[src/rtl/w8_rotator_pkg.sv]
// Shared FFT64 rotator configuration.
// Default widths, 0.7071 bit patterns and the twiddle index mapping.
package w8_rotator_pkg;

    localparam int NB_DEF        = 16;
    localparam int HIGH_PREC_DEF = 0;

    localparam logic [7:0]  C0707_LO = 8'b10110101;
    localparam logic [16:0] C0707_HI = 17'b10110101000000101;

    typedef logic [2:0] ke_t;

    // Inverse direction uses the conjugate twiddle, i.e. index -k mod 8.
    function automatic ke_t ke_map(input logic [2:0] k, input logic inv);
        return inv ? ke_t'(3'd0 - k) : k;
    endfunction

endpackage

[src/rtl/csd_mul_0707.sv]
// Combinational shift-add multiply by 0.7071.
// Full-precision sum of shifted terms, then floor shift with no rounding.
module csd_mul_0707
    import w8_rotator_pkg::*;
#(
    parameter int WI        = 20,
    parameter int WO        = 19,
    parameter int HIGH_PREC = 0
) (
    input  logic signed [WI-1:0] x,
    output logic signed [WO-1:0] y
);

    localparam int FB = (HIGH_PREC != 0) ? 17 : 8;
    localparam int WP = WI + FB;
    localparam logic [16:0] C =
        (HIGH_PREC != 0) ? C0707_HI : 17'(C0707_LO);

    logic signed [WP-1:0] xe;
    logic signed [WP-1:0] acc;

    assign xe = {{FB{x[WI-1]}}, x};

    always_comb begin
        acc = '0;
        for (int i = 0; i < FB; i++) begin
            if (C[i]) acc = acc + (xe <<< i);
        end
    end

    assign y = WO'(acc >>> FB);

endmodule

[src/rtl/w8_rotator.sv]
// Three-stage W8^k rotator following the first radix-8 FFT64 butterfly.
// Even k is swap/negate only; odd k goes through the 0.7071 multipliers.
module w8_rotator
    import w8_rotator_pkg::*;
#(
    parameter int nb        = NB_DEF,
    parameter int HIGH_PREC = HIGH_PREC_DEF
) (
    input  logic                CLK,
    input  logic                RST,
    input  logic                ED,
    input  logic                START,
    input  logic                INV,
    input  logic signed [nb+1:0] DR,
    input  logic signed [nb+1:0] DI,
    output logic signed [nb+2:0] DOR,
    output logic signed [nb+2:0] DOI,
    output logic                RDY
);

    localparam int WO = nb + 3;
    localparam int WS = nb + 4;

    logic [5:0] cnt;
    logic       active;

    logic             tag0;
    ke_t              ke;
    logic signed [WS-1:0] a, b, fr, fi;

    logic signed [WS-1:0] s1r, s1i;
    logic             s1odd, s1rdy;

    logic signed [WO-1:0] mr, mi;
    logic signed [WO-1:0] s2r, s2i;
    logic             s2rdy;

    assign tag0 = START | (active & (cnt == 6'd0));
    assign ke   = ke_map(START ? 3'd0 : cnt[2:0], INV);
    assign a    = {{2{DR[nb+1]}}, DR};
    assign b    = {{2{DI[nb+1]}}, DI};

    // Odd indices pre-rotate and fold the (1-j) factor before scaling.
    always_comb begin
        fr = a;
        fi = b;
        unique case (ke)
            3'd0: begin fr = a;      fi = b;      end
            3'd1: begin fr = a + b;  fi = b - a;  end
            3'd2: begin fr = b;      fi = -a;     end
            3'd3: begin fr = b - a;  fi = -a - b; end
            3'd4: begin fr = -a;     fi = -b;     end
            3'd5: begin fr = -a - b; fi = a - b;  end
            3'd6: begin fr = -b;     fi = a;      end
            3'd7: begin fr = a - b;  fi = a + b;  end
        endcase
    end

    csd_mul_0707 #(
        .WI(WS), .WO(WO), .HIGH_PREC(HIGH_PREC)
    ) u_mul_re (
        .x(s1r), .y(mr)
    );

    csd_mul_0707 #(
        .WI(WS), .WO(WO), .HIGH_PREC(HIGH_PREC)
    ) u_mul_im (
        .x(s1i), .y(mi)
    );

    always_ff @(posedge CLK) begin
        if (!RST) begin
            cnt    <= '0;
            active <= 1'b0;
            s1r    <= '0;
            s1i    <= '0;
            s1odd  <= 1'b0;
            s1rdy  <= 1'b0;
            s2r    <= '0;
            s2i    <= '0;
            s2rdy  <= 1'b0;
            DOR    <= '0;
            DOI    <= '0;
            RDY    <= 1'b0;
        end else if (ED) begin
            if (START) begin
                cnt    <= 6'd1;
                active <= 1'b1;
            end else begin
                cnt <= cnt + 6'd1;
            end
            s1r   <= fr;
            s1i   <= fi;
            s1odd <= ke[0];
            s1rdy <= tag0;
            s2r   <= s1odd ? mr : WO'(s1r);
            s2i   <= s1odd ? mi : WO'(s1i);
            s2rdy <= s1rdy;
            DOR   <= s2r;
            DOI   <= s2i;
            RDY   <= s2rdy;
        end
    end

endmodule
[config.mk]
export PLATFORM = sky130hd
export DESIGN_NAME = w8_rotator
export DESIGN_NICKNAME = d
export VERILOG_FILES = /design/src/rtl/w8_rotator_pkg.sv /design/src/rtl/csd_mul_0707.sv /design/src/rtl/w8_rotator.sv
export SDC_FILE = /design/constraint.sdc
export NUM_CORES = 1
export LEC_CHECK = 0
export BUFFER_PORTS_ARGS = -buffer_cell sky130_fd_sc_hd__buf_2
export CAP_MARGIN = 10
export CORE_MARGIN = 2
export CORE_UTILIZATION = 35
export DETAILED_ROUTE_END_ITERATION = 16
export GPL_TIMING_DRIVEN = 0
export PLACE_DENSITY = 0.58
export SLEW_MARGIN = 20
export SYNTH_ARGS = -nofsm -noshare
export SYNTH_HDL_FRONTEND = slang
export SYNTH_HIERARCHICAL = 1
export SYNTH_SLANG_ARGS = --single-unit
[constraint.sdc]
create_clock -name CLK -period 6.45 [get_ports CLK]
set_clock_uncertainty 0.2 [all_clocks]
set_input_delay 0.645 -clock CLK [delete_from_list [all_inputs] [get_ports CLK]]
set_output_delay 0.645 -clock CLK [all_outputs]
set_load 0.02 [all_outputs]
==> results.md, run 1 <==
- Post_cts resized: 0
- Core Box Area: 46700 µm²
- Worst Path Required: 6.56 ns
- Synth top area cells: dfxtp_1 15%, fa_1 13%, ha_1 11%
- Pre-CTS setup slack: 0.925 ns
- Post-synth EDFFs: 0
- RSZ-0062 raised after global routing: no
- Outcome: finished with violations
- Top sig layer: met4
- Final GP Congestion: 1.01
- Post-DRT Antenna Nets: 0
- Register area: 2540 µm²
- Pwr Density: 232 nW/µm²
- Critical setup path kind: input pin to flip-flop
- HPWL after detailed placement: 51900 µm
- Share of cells above drive strength 1: 0.0861
- Die Area: 49200 µm²
- Footprint of the multi-input gates: 12500 µm²
- Fin crit share: 0.823
- Yosys cell types: 96
- Met1 wire length: 28000 µm
- Vias/cell: 5.60
- Final WS setup: 1.14 ns
- Maximum capacitance violations: 0
- Clk slew on worst S/H paths: 0.06 ns
- Die Ht: 222 µm
- Relative slew slack: 0.235
- Fill count: 4873
- Count of final hold-check violations: 0
- Routed WL per cell: 22.4 µm
- Via count: 15637
- Worst-skew pair later-pin latency: 0.45 ns
- Total wire length: 62600 µm
- Area leader, netlist: dfxtp_1
- Io pins: 80
- Mapped Area: 16600 µm²
- Pins Over Slew Limit: 0
- Failing checks: design-rule violations
- Leak Pwr: 8.62 nW
- Met3 WL: 3730 µm
- Initial Util: 0.356
- Syn nets: 2362
- Yosys top cell area share: 0.153
- Die width: 222 µm
- Synthesized flop and latch total: 127
- CTS buffer count: 17
- Final setup fails: 0
- Slew at the pin closest to its max-slew limit: 1.14 ns
- Initial antenna violation count: 0
- Largest net degree at the start of global routing: 17
- Grt total ovfl: 0
- Crit path largest cell delay: 0.96 ns
- Port Buffer Count: 79
- CTS Buffer Depth: 2
- Overall routing resource usage: 0.253
- Crit path capture type: flip-flop
- Cell Rows: 79
- Tmin final: 5.31 ns
- WL met2: 28900 µm
- Top FF cell, synth: dfxtp_1
- # nets final: 2460
- Critical path cell sequence: buf_2, inv_1, ha_1, clkbuf_1, nand4_1, xnor2_1, ha_1, clkbuf_1, a21o_1, o2bb2ai_1, a2111oi_1, nor2_1, xnor2_1, nor2_1, nor4_1, o21ai_0
- FMAX: 188 MHz
- Post-CTS Setup Bufs: 0
- Gate count after technology mapping: 2072
- Layout Cells excl Fill: 2790
- Initial DRC count: 1071
- CTS Sinks: 127
- Synth async-reset ratio: 0
- Placed cell count: 2758
- CTS tree: yes
- Arrival time worst endpoint: 5.41 ns
- First-pass GRT wire length: 95200 µm
- Area grow syn2layout: 10.5%
- CTS root buf: clkbuf_16
- Vias in the first global route: 15404
- Min Hold Slack: 0.280 ns
- Startpoint types: input pin
- HP Class: flip-flop to flip-flop
- Avg Cell Area, Syn: 8.01 µm²
- H-tree depth: 4
- Sequential fraction of the synthesis area: 0.153
- Drt pass-1 iters: 11
- Slowest CP cell: a2111oi_1
- VDD IR max: 180 µV
- Final TNS setup: 0 ns
- Cts hold-fix bufs: 0
- Ant. Diodes: 0
- Detailed-route DRC error count: 3
- Crit path max fanout: 9
- Warnings, synthesis: 6
[worst paths after layout]
path / startpoint / to / slack (ns) / cells past startpoint
max: DR[1] / s1i[11] / 1.14 / 16
min reg2reg: s2r[0] / s2r[0] / 0.28 / 1
max reg2reg: s1i[10] / s2i[17] / 1.22 / 18
min: s2r[0] / s2r[0] / 0.28 / 1
[worst max-delay path, delay by kind of cell]
family	cells	cell delay, ns
adder cells (fa/ha/maj)	2	0.47
buffers and inverters	4	0.85
AO/OA/AOI/OAI	4	1.53
XOR/XNOR	2	0.75
AND/OR/NAND/NOR	4	1.16
[cell families (layout without fill, tap and decap cells)]
group / after synthesis / in the layout / share of synthesized area
adders and majority gates: 249 / 249 / 0.236
and+or+nand+nor: 527 / 527 / 0.161
AOI/OAI and AO/OA: 548 / 548 / 0.230
buffers and inverters: 390 / 501 / 0.0908
xor gates and xnor gates: 140 / 140 / 0.0748
muxes: 91 / 91 / 0.0550
DFF: 127 / 127 / 0.153
[registers in the layout, summed over array words and instances, names as in the netlist, 6 cells and up]
register / cells
s2r: 19
s2i: 19
DOI: 19
cnt: 6
s1r: 20
s1i: 20
DOR: 19
[power by group]
part           internal (W)  total, W  switching, W  leakage (nW)
registers          0.000840  0.000922     0.0000815          1.04
logic              0.000917   0.00237       0.00145          7.29
clock network      0.000575  0.000966      0.000391         0.288
total               0.00233   0.00425       0.00192          8.62
[layout make-up]
class,instances,area share
plain buffers,104,0.0236
clock buffers,18,0.0234
clock inverters,14,0.00867
inverters,286,0.0585
multi-input cells,1555,0.684
flip-flops and latches,127,0.139
well taps,607,0.0414
repair buffers,79,0.0216
[cell usage in the layout (no fill, tap or decap), drive strengths merged, types with 28 or more instances in the layout]
| cell type | instances |
|---|---|
| o21ai | 125 |
| nor2 | 110 |
| nor3 | 34 |
| xnor2 | 108 |
| dfxtp | 127 |
| nor2b | 62 |
| nand2 | 168 |
| clkbuf | 91 |
| ha | 143 |
| fa | 106 |
| o211a | 40 |
| inv | 289 |
| nand3 | 34 |
| a21oi | 125 |
| xor2 | 32 |
| buf | 110 |
| o211ai | 28 |
| mux2i | 89 |
[metal layers]
layer	track usage	up-vias
met5	0	-
met4	0.0935	0
met3	0.0245	112
met2	0.427	607
met1	0.335	7531
li1	-	7387
[synth_stat cells, drive strengths merged (62+ instances only)]
| cell type | number |
|---|---|
| o21ai | 125 |
| nor2b | 62 |
| dfxtp | 127 |
| inv | 284 |
| nand2 | 168 |
| nor2 | 110 |
| clkbuf | 73 |
| fa | 106 |
| mux2i | 89 |
| a21oi | 125 |
| xnor2 | 108 |
| ha | 143 |
[per-stage QoR]
step | cell area [µm²] | power (W) | util
final | 18300 | 0.00425 | 0.393
after global placement | 17700 | 0.00323 | 0.380
after detailed placement | 17700 | 0.00326 | 0.380
after floorplan | 16600 | 0.00267 | -
after CTS | 18300 | 0.00425 | 0.393
after global routing | 18300 | 0.00459 | 0.393
No activity file was read; power rests on OpenSTA's default activity.
==> run 2: changes to the inputs <==
==> constraint.sdc (replaced) <==
create_clock -name CLK -period 5.15 [get_ports CLK]
set_clock_uncertainty 0.2 [all_clocks]
set_input_delay 0.515 -clock CLK [delete_from_list [all_inputs] [get_ports CLK]]
set_output_delay 0.515 -clock CLK [all_outputs]
set_load 0.02 [all_outputs]
==> results.md, run 2 (synthesis results as in run 1) <==
- Outcome: finished with violations
- Failing checks: design-rule violations
- Clk slew on worst S/H paths: 0.06 ns (about the same)
- Overall routing resource usage: 0.253 (about the same)
- Final TNS setup: 0 ns (unchanged)
- Via count: 15556 (-0.52%)
- Relative slew slack: 0.270 (+0.0352)
- Pwr Density: 291 nW/µm² (+25%)
- Initial antenna violation count: 0 (unchanged)
- CTS Buffer Depth: 2 (unchanged)
- Initial DRC count: 1122 (+4.8%)
- Fin crit share: 0.958
- Largest net degree at the start of global routing: 17 (unchanged)
- Crit path capture type: flip-flop
- VDD IR max: 224 µV (+25%)
- Power, Total: 0.00535 W (+26%)
- Placed cell count: 2758 (unchanged)
- CTS tree: yes
- Hold path cells: 3 (+2)
- Die Area: 49200 µm² (unchanged)
- Total wire length: 62600 µm (about the same)
- Count of final hold-check violations: 0 (unchanged)
- Fill count: 4876 (+0.062%)
- Die width: 222 µm (unchanged)
- Detailed-route DRC error count: 3 (unchanged)
- Share of cells above drive strength 1: 0.0970 (+0.0109)
- Slew at the pin closest to its max-slew limit: 1.09 ns (-0.0525 ns)
- Top flop regs: s1i (20), s1r (20)
- Worst Setup SP: s1r[13]
- Critical setup path kind: flip-flop to flip-flop
- HPWL after detailed placement: 51900 µm (unchanged)
- Footprint of the multi-input gates: 12600 µm² (+0.21%)
- Area grow syn2layout: 10.9%
- Port Buffer Count: 79 (unchanged)
- Vias/cell: 5.57 (-0.59%)
- Most frequent cells in the layout: 279 x inv_1, 168 x nand2_1, 143 x ha_1
- Leak Pwr: 8.65 nW (+0.33%)
- Pins Over Slew Limit: 0 (unchanged)
- Final setup fails: 0 (unchanged)
- Post-DRT Antenna Nets: 0 (unchanged)
- Register area: 2560 µm² (+0.74%)
- Reg2reg start: s1r[13]
- CTS Sinks: 127 (unchanged)
- Maximum capacitance violations: 0 (unchanged)
- Final GP Congestion: 1.01 (unchanged)
- Routed WL per cell: 22.4 µm (-0.12%)
- Grt total ovfl: 0 (unchanged)
- Drt pass-1 iters: 12 (+1)
- R2r endpoint: s2r[18]
- Worst Hold Path EP: active
- Vias in the first global route: 15417 (+0.084%)
- Commonest non-fill, non-tap cell in the layout: inv_1
- Arrival time worst endpoint: 5.12 ns (-0.29 ns)
- Tmin final: 4.93 ns
- Core Box Area: 46700 µm² (unchanged)
- Worst-skew pair later-pin latency: 0.45 ns (about the same)
- RSZ-0062 raised after global routing: no
- Register-to-Register Setup Slack: 0.22 ns (-1.00 ns)
- First-pass GRT wire length: 95300 µm (about the same)
- Hold path start: START
- FMAX: 203 MHz
- Initial Util: 0.356 (unchanged)
- R2R cell count: 17 (-1)
- CTS root buf: clkbuf_16
- Worst Path Required: 5.34 ns (-1.22 ns)
- HP Class: input pin to flip-flop
- Layout Cells excl Fill: 2792 (+0.072%)
- Ant. Diodes: 0 (unchanged)
- # nets final: 2462 (+0.081%)
- Startpoint types: flip-flop
- Die Ht: 222 µm (unchanged)
- Crit path max fanout: 6 (-3)
- CTS buffer count: 17 (unchanged)
- Cell Rows: 79 (unchanged)
- H-tree depth: 4 (unchanged)
- Io pins: 80 (unchanged)
==> run 2: where the power goes <==
part | total (W) | switching, W | internal, W
clock | 0.00121 | 0.000492 | 0.000720
combinational | 0.00299 | 0.00183 | 0.00116
sequential | 0.00116 | 0.000102 | 0.00106
total | 0.00535 | 0.00242 | 0.00293
==> run 2: metrics by stage <==
| stage | hold slack [ns] | instance area (µm²) | util | setup slack, ns |
|---|---|---|---|---|
| detailed placement | 0.270 | 17700 | 0.380 | -0.245 |
| finish | 0.253 | 18400 | 0.394 | 0.215 |
| global placement | 0.261 | 17700 | 0.380 | -0.185 |
| global route | 0.286 | 18400 | 0.394 | 0.00685 |
| floorplan | 0.250 | 16600 | - | 0.630 |
| CTS | 0.227 | 18300 | 0.393 | 0.00807 |
==> run 2: area by class of cell <==
| type | instances | area share |
|---|---|---|
| inverters | 286 | 0.0584 |
| plain buffers | 104 | 0.0235 |
| repair buffers | 81 | 0.0223 |
| well taps | 607 | 0.0413 |
| clock inverters | 14 | 0.00864 |
| multi-input cells | 1555 | 0.683 |
| clock buffers | 18 | 0.0233 |
| flip-flops and latches | 127 | 0.139 |
==> run 2: how the worst max path moves through the flow <==
stage	to	slack [ns]
after floorplan	s2r[18]	0.63
after global routing	s2r[18]	0.007
after detailed placement	s1i[11]	-0.24
after global placement	s1i[11]	-0.18
final	s2r[18]	0.22
after CTS	s2i[17]	0.008
==> run 2: critical path, cell delays in order (launching register included) <==
cell,delay [ns]
dfxtp_1,0.51
inv_1,0.24
fa_1,0.53
inv_1,0.06
fa_1,0.51
inv_1,0.06
fa_1,0.50
inv_1,0.04
ha_1,0.36
a21oi_1,0.21
o21ai_0,0.13
a211o_1,0.36
o211a_1,0.28
or4_1,0.49
nand3_1,0.09
mux2i_1,0.07
nand2_1,0.11
o211a_1,0.15
==> run 2: routing by layer <==
layer	up-vias	global-route usage	wire length, µm
met5	-	0	0
met4	0	0.0950	2100
met3	114	0.0250	3530
met2	579	0.426	28900
met1	7484	0.335	28100
li1	7379	-	-
==> run 2: timing repair <==
| item | CTS | global route |
|---|---|---|
| buffers inserted | 0 | 2 |
| endpoints found under the setup margin | 1 | 8 |
| resized for setup | 1 | 23 |
| cloned | 0 | 0 |
| hold buffers | 0 | 0 |
